==> src/rtl/retire_ctrl.sv <==
// In-order retirement sequencer at the ROB head: ALU/load retire combinationally, stores
// go through the memory bus, halt/illegal stop retirement. Optional macro: RETIRE_STORE_ACK_EN.
`ifndef XLEN
`define XLEN 32
`endif
`ifndef ROB_SZ
`define ROB_SZ 32
`endif

module retire_ctrl #(
  parameter int ROB_IDX_W  = $clog2(`ROB_SZ),
  parameter int ST_TIMEOUT = 255
) (
  input  logic                 clock,
  input  logic                 reset,
  input  logic                 head_valid,
  input  logic [ROB_IDX_W-1:0] head_idx,
  input  logic                 head_is_store,
  input  logic                 head_halt,
  input  logic                 head_illegal,
  input  logic [4:0]           head_dest_idx,
  input  logic [`XLEN-1:0]     head_result,
  input  logic [`XLEN-1:0]     head_NPC,
  input  logic [`XLEN-1:0]     head_st_addr,
  input  logic [`XLEN-1:0]     head_st_data,
  input  logic [1:0]           head_st_size,
  input  logic                 mem_gnt,
  input  logic [3:0]           mem2proc_response,
  input  logic [3:0]           mem2proc_tag,
  output logic                 move_head,
  output logic                 regfile_en,
  output logic [4:0]           regfile_idx,
  output logic [`XLEN-1:0]     regfile_data,
  output logic [1:0]           proc2mem_command,
  output logic [`XLEN-1:0]     proc2mem_addr,
  output logic [`XLEN-1:0]     proc2mem_data,
  output logic [1:0]           proc2mem_size,
  output logic [3:0]           completed_insts,
  output logic [`XLEN-1:0]     commit_NPC,
  output logic [3:0]           error_status,
  output logic                 flush
);
  localparam logic [1:0] BUS_NONE  = 2'h0;
  localparam logic [1:0] BUS_STORE = 2'h2;
  localparam logic [3:0] ILLEGAL_INST  = 4'h2;
  localparam logic [3:0] NO_ERROR      = 4'ha;
  localparam logic [3:0] HALTED_ON_WFI = 4'he;
  localparam logic [7:0] TO_LAST = 8'(ST_TIMEOUT - 1);

  typedef enum logic [1:0] {RUN, ST_REQ, ST_WAIT, HALTED} state_t;

  state_t     state, next_state;
  logic [3:0] err_next;
  logic       accept;
  logic       unused_sink;

  assign accept = mem_gnt & (mem2proc_response != 4'h0);

`ifdef RETIRE_STORE_ACK_EN
  logic [3:0] tag;
  logic [7:0] timeout;
  logic       tag_ld;
  assign unused_sink = ^head_idx;
`else
  assign unused_sink = ^{head_idx, mem2proc_tag, TO_LAST};
`endif

  always_ff @(posedge clock or posedge reset) begin
    if (reset) begin
      state        <= RUN;
      error_status <= NO_ERROR;
    end else begin
      state        <= next_state;
      error_status <= err_next;
    end
  end

`ifdef RETIRE_STORE_ACK_EN
  always_ff @(posedge clock or posedge reset) begin
    if (reset) begin
      tag     <= 4'h0;
      timeout <= 8'h0;
    end else if (tag_ld) begin
      tag     <= mem2proc_response;
      timeout <= 8'h0;
    end else if (state == ST_WAIT) begin
      timeout <= timeout + 8'h1;
    end
  end
`endif

  // Outputs are forced low while reset is held so an async reset silences the bus at once.
  always_comb begin
    next_state       = state;
    err_next         = error_status;
    move_head        = 1'b0;
    regfile_en       = 1'b0;
    regfile_idx      = 5'h0;
    regfile_data     = '0;
    proc2mem_command = BUS_NONE;
    proc2mem_addr    = '0;
    proc2mem_data    = '0;
    proc2mem_size    = 2'h0;
    completed_insts  = 4'h0;
    commit_NPC       = '0;
    flush            = 1'b0;
`ifdef RETIRE_STORE_ACK_EN
    tag_ld           = 1'b0;
`endif
    if (!reset) begin
      case (state)
        RUN: begin
          if (head_valid) begin
            if (head_halt | head_illegal) begin
              move_head       = 1'b1;
              completed_insts = 4'h1;
              commit_NPC      = head_NPC;
              flush           = 1'b1;
              err_next        = head_illegal ? ILLEGAL_INST : HALTED_ON_WFI;
              next_state      = HALTED;
            end else if (head_is_store) begin
              next_state = ST_REQ;
            end else begin
              move_head       = 1'b1;
              completed_insts = 4'h1;
              commit_NPC      = head_NPC;
              regfile_en      = (head_dest_idx != 5'h0);
              regfile_idx     = head_dest_idx;
              regfile_data    = head_result;
            end
          end
        end
        ST_REQ: begin
          if (!head_valid) begin
            next_state = RUN;
          end else begin
            proc2mem_command = BUS_STORE;
            proc2mem_addr    = head_st_addr;
            proc2mem_data    = head_st_data;
            proc2mem_size    = head_st_size;
            if (accept) begin
`ifdef RETIRE_STORE_ACK_EN
              tag_ld     = 1'b1;
              next_state = ST_WAIT;
`else
              move_head       = 1'b1;
              completed_insts = 4'h1;
              commit_NPC      = head_NPC;
              next_state      = RUN;
`endif
            end
          end
        end
`ifdef RETIRE_STORE_ACK_EN
        ST_WAIT: begin
          // A matching completion beats the timeout on the same cycle.
          if (mem2proc_tag != 4'h0 && mem2proc_tag == tag) begin
            move_head       = 1'b1;
            completed_insts = 4'h1;
            commit_NPC      = head_NPC;
            next_state      = RUN;
          end else if (timeout == TO_LAST) begin
            next_state = ST_REQ;
          end
        end
`endif
        HALTED: ;
        default: next_state = RUN;
      endcase
    end
  end
endmodule

==> config.mk <==
export PLATFORM = sky130hd
export DESIGN_NAME = retire_ctrl
export DESIGN_NICKNAME = d
export VERILOG_FILES = /design/src/rtl/retire_ctrl.sv
export SDC_FILE = /design/constraint.sdc
export NUM_CORES = 1
export LEC_CHECK = 0
export CAP_MARGIN = 20
export CORE_AREA = 10 10 109 111
export CTS_CLUSTER_DIAMETER = 60
export DETAILED_ROUTE_END_ITERATION = 8
export DIE_AREA = 0 0 119 121
export GPL_TIMING_DRIVEN = 0
export PLACE_DENSITY = 0.67
export SKIP_CTS_REPAIR_TIMING = 1
export SYNTH_ARGS = -nofsm -noshare
export SYNTH_HDL_FRONTEND = slang
export SYNTH_SLANG_ARGS = --single-unit
==> constraint.sdc <==
create_clock -name clock -period 1.8 [get_ports clock]
set_input_delay 0.27 -clock clock [delete_from_list [all_inputs] [get_ports clock]]
set_output_delay 0.27 -clock clock [all_outputs]
set_load 0.05 [all_outputs]
* After elaboration in Yosys (flattened, before gate mapping)
Index checks and enable logic that the tools add are counted.
** Storage, ports and cells
- Bits in registers :: 6
- Bits of input ports :: 155
- Word-level logic and storage cells :: 75
- Output and inout bits :: 148
** Cells by class
- Bitwise logic cells :: 4
- Reductions and logical operators :: 5
- Equality and inequality tests :: 5
- Multiplexer cells :: 59
** Operators by type and width (count)
- 32-bit two-way mux :: 17
- 32-bit one-hot mux with 2 select lines :: 1
- 5-bit two-way mux :: 5
- 2-bit two-way mux :: 11
- 1-bit two-way mux :: 21
- 3-bit inequality test, second input constant :: 2
- 2-bit one-hot mux with 3 select lines :: 1
- 5-bit AND reduction :: 1
- 5-bit nonzero test :: 1
- 4-bit two-way mux :: 1
- 1-bit one-hot mux with 2 select lines :: 2
- 4-bit AND reduction :: 1
- 4-bit nonzero test :: 1
- 2-bit by 1-bit == test with 1-bit output, second input constant :: 1
- 2-bit == test, second input constant :: 1
- 2-bit zero test :: 1
- 2-bit inequality test, second input constant :: 1
- 1-bit inverter :: 2
- 1-bit bitwise AND :: 1
- 1-bit bitwise OR :: 1

* Logic depth before layout (Yosys ltp)
Gate-level depths: netlist of run 1.
- Word-level depth :: 6
- Mapped depth :: 6
- Mapped depth without buffers :: 3

* Least setup slack after synthesis of run 1
Ideal clock, no wire load.
- Path type :: register to output
- Start :: reg state[0]
- End :: out completed_insts[0]
- Stages on the path, launching flop included :: 7
- Arrival :: 1808 ps
- Path slack :: -278 ps
- Cell sequence :: dfrtp_1 buf_2 nand2_1 o22ai_1 clkbuf_1 and2_1 buf_4
** Between the ends
- Cells in the longest elaborated chain, start to end :: 3
- Elaborated cells between the ends (all ways) :: 4
- Those cells by class :: 1 x eq/ne; 2 x mux; 1 x reduce/logical
** RTL lines
- start: declaration :: line 52 : state_t state, next_state;
- start signal: assignment :: line 73 : state <= next_state;
- 2-bit by 1-bit == test with 1-bit output or 2-bit zero test (tied branches) :: line 111 : case (state)
- 1-bit one-hot mux with 2 select lines * :: line 111
- 1-bit two-way mux * :: line 110 : if (!reset) begin
- end: declaration :: line 38 : output logic [3:0] completed_insts,
Every way passes the cells marked *; elsewhere a longest branch is shown, timed or not.

* Worst setup path in the final report of run 1
- Start :: reg state[1]
- End :: out proc2mem_addr[12]
** Between the ends
- Cells in the longest elaborated chain, start to end :: 3
** RTL lines
- 2-bit by 1-bit == test with 1-bit output :: line 111
- 32-bit two-way mux :: line 111
- 32-bit two-way mux :: line 110
- end: declaration :: line 35 : output logic [`XLEN-1:0] proc2mem_addr,
No other way between the ends.

==> metrics, run 1 <==
CTS buffer count=3; Post-synth EDFFs=0; CTS root buffer=clkbuf_8; skew final=between 0.003 and 0.004 ns; gr ovfl total=0; synth cell count leaders=98 x and3_1, 39 x and2_1, 20 x clkbuf_1; vias in the first global route=2,664; Fillers=801; failing checks=setup timing; largest net degree at the start of global routing=11; clock sink total=4; IO buf count=287; Die Span Y=about 120 um; synthesized instance count=198; critical path type=register to output port; synthesis warning total=0; count leader, synth=and3_1; area occupied by registers=103 sq um; Routed Antenna Nets=0; share of the synthesized area in the top cell type=0.479; Clock Pin Slew Worst Setup and Hold Paths=approximately 0.030 ns; post-synth cell types=24; area grow syn2layout=347%; VDD IR max=between 0.4 and 0.5 mV; Clock Path Buffers=2; Core Util, Final=0.594; Total GRT Usage=0.150; final instance area=5720 sq um; P per Cell Area=723 nW/um^2; total power=4.14 mW; HPWL after DPL=11.0 mm; Worst-Skew Late Latency=0.22 ns; full die area=14,400 sq um; DRC viols=0; vias per cell=between 4 and 5; final worst-path setup slack=-0.282 ns; die width=119 um; Slew Viols, Final=0; RSZ-0062 raised after global routing=yes; Relative slew margins=0.663; first-pass GRT wire length=approximately 17 mm; area leader, netlist=and3_1; family with the most delay on the worst path=buffers and inverters; Fmax=around 0.48 GHz; antenna violations before repair=1; gpl congestion=0.796; starting density of the core=0.133; status=finished, violations left; Worst Max-Slew Pin Slew=0.504 ns; WHS=0.0704 ns; htree depth=1; Worst Path Required=1.53 ns; crit end category=output port; Mapped Area=between 1000 and 1500 sq um; slowest stage delay, CP=0.43 ns; Site Rows=36; num ports=303; Slowest cell on crit path=dfrtp_2; DRT Pass-1 Iters=4; layout cells sized above 1=0.609; final worst path period share=1.16; startpoint type of the worst setup path=register; final hold vios=0; placed standard-cell area=4360 sq um; CTS tree=done; Seq cells post-synth=4; Max Fanout on Critical Path=8; post-DR wirelength/cell=21.3 um; top cells by area, synth=and3_1 48%, and2_1 19%, clkbuf_1 5.9%; WL final=14.0 mm; sequential area share after synthesis=0.0792; dpl ws=-1.28 ns; syn avg cell area=6.46 sq um; R2R depth=4; detailed-route via count=2,786; Max-cap violations=0; Setup TNS Final=-20.26 ns; P_leak=2.64 nW; CP Depth=8; Critical Path AT=1.81 ns; CP bufs+invs=6; most used cell, CP=buf_6; dpl cells=about 620; worst-path cell chain=nor3b_4, buf_6, buf_12, buf_4, buf_6, buf_6, and3_4, buf_8; Synth Flop Type=dfrtp_1; Hold WC Path Type=primary input to async pin; Finished Layout Cells=656; core area=9640 sq um; footprint of the multi-input gates=1520 sq um; final setup fails=138; asr flop ratio synth=1.00; drt initial violations=59; Layout Nets=678; fin crit period=2.08 ns
[flip-flops by register name (all words and copies together), names as in the netlist]
name,cells
error_status,2
state,2
[cell type report]
type                    instances  share of cell area
plain buffers                  33              0.0560
multi-input cells             164               0.266
diodes                          1            0.000437
clock buffers                   4             0.00787
well taps                     133              0.0291
repair buffers                316               0.622
flip-flops and latches          4              0.0179
inverters                       1            0.000656
[cells by family (layout without fill, tap and decap cells)]
family          after synthesis  count (layout)  share of synthesized area
compound gates               11              11                     0.0479
flops                         4               4                     0.0792
buf+inv                      34             354                      0.138
other cells                   2               7                    0.00587
simple gates                147             147                      0.729
[report_power, final]
group	internal [mW]	total (mW)	leakage (nW)	switching (mW)
Sequential	0.146	0.182	0.0456	0.0366
Clock	0.152	0.204	0.0228	0.0522
Combinational	1.76	3.75	2.57	1.99
Total	2.06	4.14	2.64	2.08
[layout by cell type (no fill, tap or decap), drive strengths merged]
cell type and instances:
a21oi 6, and2 39, and3 98, buf 157, clkbuf 49, clkdlybuf4s50 137
conb 6, dfrtp 3, dfstp 1, diode 1, dlymetal6s2s 10, inv 1
nand2 1, nand2b 1, nor2 1, nor3b 3, nor4 1, nor4b 1
o21a 2, o21ai 2, o22ai 1, or3 1, or4 1
[path summary, 6_finish.rpt]
path | slack, ns | to | start
max | -0.28 | proc2mem_addr[12] | state[1]
min | 0.07 | state[0] | reset
max reg2reg | 0.49 | state[1] | state[0]
min reg2reg | 0.53 | error_status[3] | error_status[3]
max in group asynchronous | 1.50 | error_status[3] | reset
min in group clock | 0.39 | state[0] | head_valid
[layer usage]
layer,global-route usage,routed length (um),vias to the layer above
met5,0,0,-
met3,0.0712,1420,14
met4,0.0328,225,0
met2,0.282,7360,191
li1,-,-,1330
met1,0.145,4970,1251
Note: power is estimated with default switching activity, not from simulation.
==> run 2: changes to the inputs <==
CORE_AREA = 2 2 117 119   (was 10 10 109 111)
PLACE_DENSITY = 0.53   (was 0.67)
==> run 2 against run 1 <==
  * Global-route usage shrank 2.8 points
  * Register-to-register slack lost 0.05 ns
  * The flow still finishes with violations (setup timing)
  * Routed wire length shrank 27%
  * Largest power group unchanged
  * Sequential power grew 2%
  * First-iteration DRC count shrank 1.7%
  * Core utilization shrank 23 points
  * Via count shrank 5.2%
  * Worst hold slack gained 0.039 ns
  * Highest routed layer unchanged
==> metrics, run 2 (synthesized netlist as in run 1, its figures left out) <==
status=finished, violations left; failing checks=setup timing; htree depth=1; clock sink total=4; Worst Path Required=roughly 1.5 ns; skew final=0.00262 ns; Die Span Y=between 100 and 150 um; WL final=10.2 mm; post-DR wirelength/cell=15.1 um; Routed Antenna Nets=0; final setup fails=141; antenna violations before repair=0; HPWL after DPL=8.41 mm; RSZ-0062 raised after global routing=yes; GR Util met2=0.246; CTS buffer count=3; met3 usage=0.0352; Layout Nets=660; Setup TNS Final=-15.77 ns; final worst path period share=1.12; Total GRT Usage=0.121; Worst Max-Slew Pin Slew=0.498 ns; CTS root buffer=clkbuf_16; Core Util, Final=0.365; first-pass GRT wire length=13.9 mm; worst-path cell chain=nor3b_4, nor3b_4, buf_6, buf_6, and2_2, buf_6; IO buf count=287; fin crit period=~2 ns; Fmax=between 0.4 and 0.5 GHz; Clock Pin Slew Worst Setup and Hold Paths=roughly 0.03 ns; die width=119 um; final worst-path setup slack=-0.218 ns; core area=13,100 sq um; busiest layer in global routing=met2; Max Fanout on Critical Path=7; CP bufs+invs=3; startpoint type of the worst setup path=register; layout cells sized above 1=0.438; commonest cells after routing, fill and taps aside=137 x clkdlybuf4s50_1, 91 x and3_1, 61 x clkbuf_4; full die area=14,400 sq um; Slew Viols, Final=0; Site Rows=42; most used cell, CP=buf_6; critical path type=register to output port; vias per cell=3.88; crit end category=output port; detailed-route via count=2,640; Clock Path Buffers=2; most common cell after layout, fill and taps aside=clkdlybuf4s50_1; final hold vios=0; DRC viols=0; Worst-Skew Late Latency=roughly 0.23 ns; gpl congestion=0.921; gr ovfl total=0; Critical Path AT=1.75 ns; num ports=~300; number of diodes=0; starting density of the core=0.0978; CTS tree=done; VDD IR max=0.288 mV; Slowest cell on crit path=dfrtp_2; P per Cell Area=around 730 nW/um^2; Hold WC Path Type=primary input to async pin; dpl ws=-1.23 ns; DRT Pass-1 Iters=4; family with the most delay on the worst path=simple AND/OR/NAND/NOR gates; largest net degree at the start of global routing=11; drt initial violations=58; area grow syn2layout=273%; biggest regs=error_status (2), state (2); total power=3.50 mW; met1 Use GR=0.125; P_leak=around 2.6 nW; vias in the first global route=2,570; Max-cap violations=0; slowest stage delay, CP=roughly 0.43 ns; Relative slew margins=0.667
## run 2: cell count changes in the layout (fill, tap and decap cells not counted), moves of 2 or more
cell and delta:
and3_4 -77, and3_1 +76, buf_8 -72, clkbuf_4 +24, buf_4 +21, and2_2 -16
and2_4 +16, buf_6 +10, clkbuf_1 +3, clkbuf_16 +3, clkbuf_2 -3, clkbuf_8 -3
buf_12 -2
## run 2: worst paths after layout
check | slack, ns | cells after the start | from | endpoint
max in group asynchronous | 1.46 | 2 | reset | error_status[3]
worst max-delay path | -0.22 | 6 | state[1] | regfile_data[12]
worst min register to register | 0.53 | 2 | error_status[3] | error_status[3]
min in group clock | 0.35 | 2 | head_illegal | error_status[3]
worst min-delay path | 0.11 | 2 | reset | state[0]
worst max register to register | 0.44 | 4 | state[1] | state[1]
## run 2: area by class of cell
type,instances,area [sq um]
plain buffers,33,259
repair buffers,298,2950
well taps,176,220
fillers,1345,8310
flip-flops and latches,4,103
multi-input cells,164,1160
inverters,1,3.75
clock buffers,4,78.8
## run 2: layer usage
metal  routed length [um]  share of wire
met5                    0              0
met3                  937          0.091
met2                 5620           0.55
met4                   34         0.0033
met1                 3650           0.36
## run 2: per-stage QoR
step                      hold slack (ns)  instances  cell area, sq um
after floorplan                    0.0354        202              1330
after global placement              0.510        665              4420
after detailed placement            0.530        665              4420
after CTS                           0.390        669              4500
after global routing                0.134        680              4780
final                               0.109        680              4780
## run 2: where the power goes
group | switching (mW) | leakage [nW] | internal, mW
sequential | 0.0397 | 0.0456 | 0.146
combinational | 1.75 | 2.47 | 1.21
clock | 0.0641 | 0.0382 | 0.293
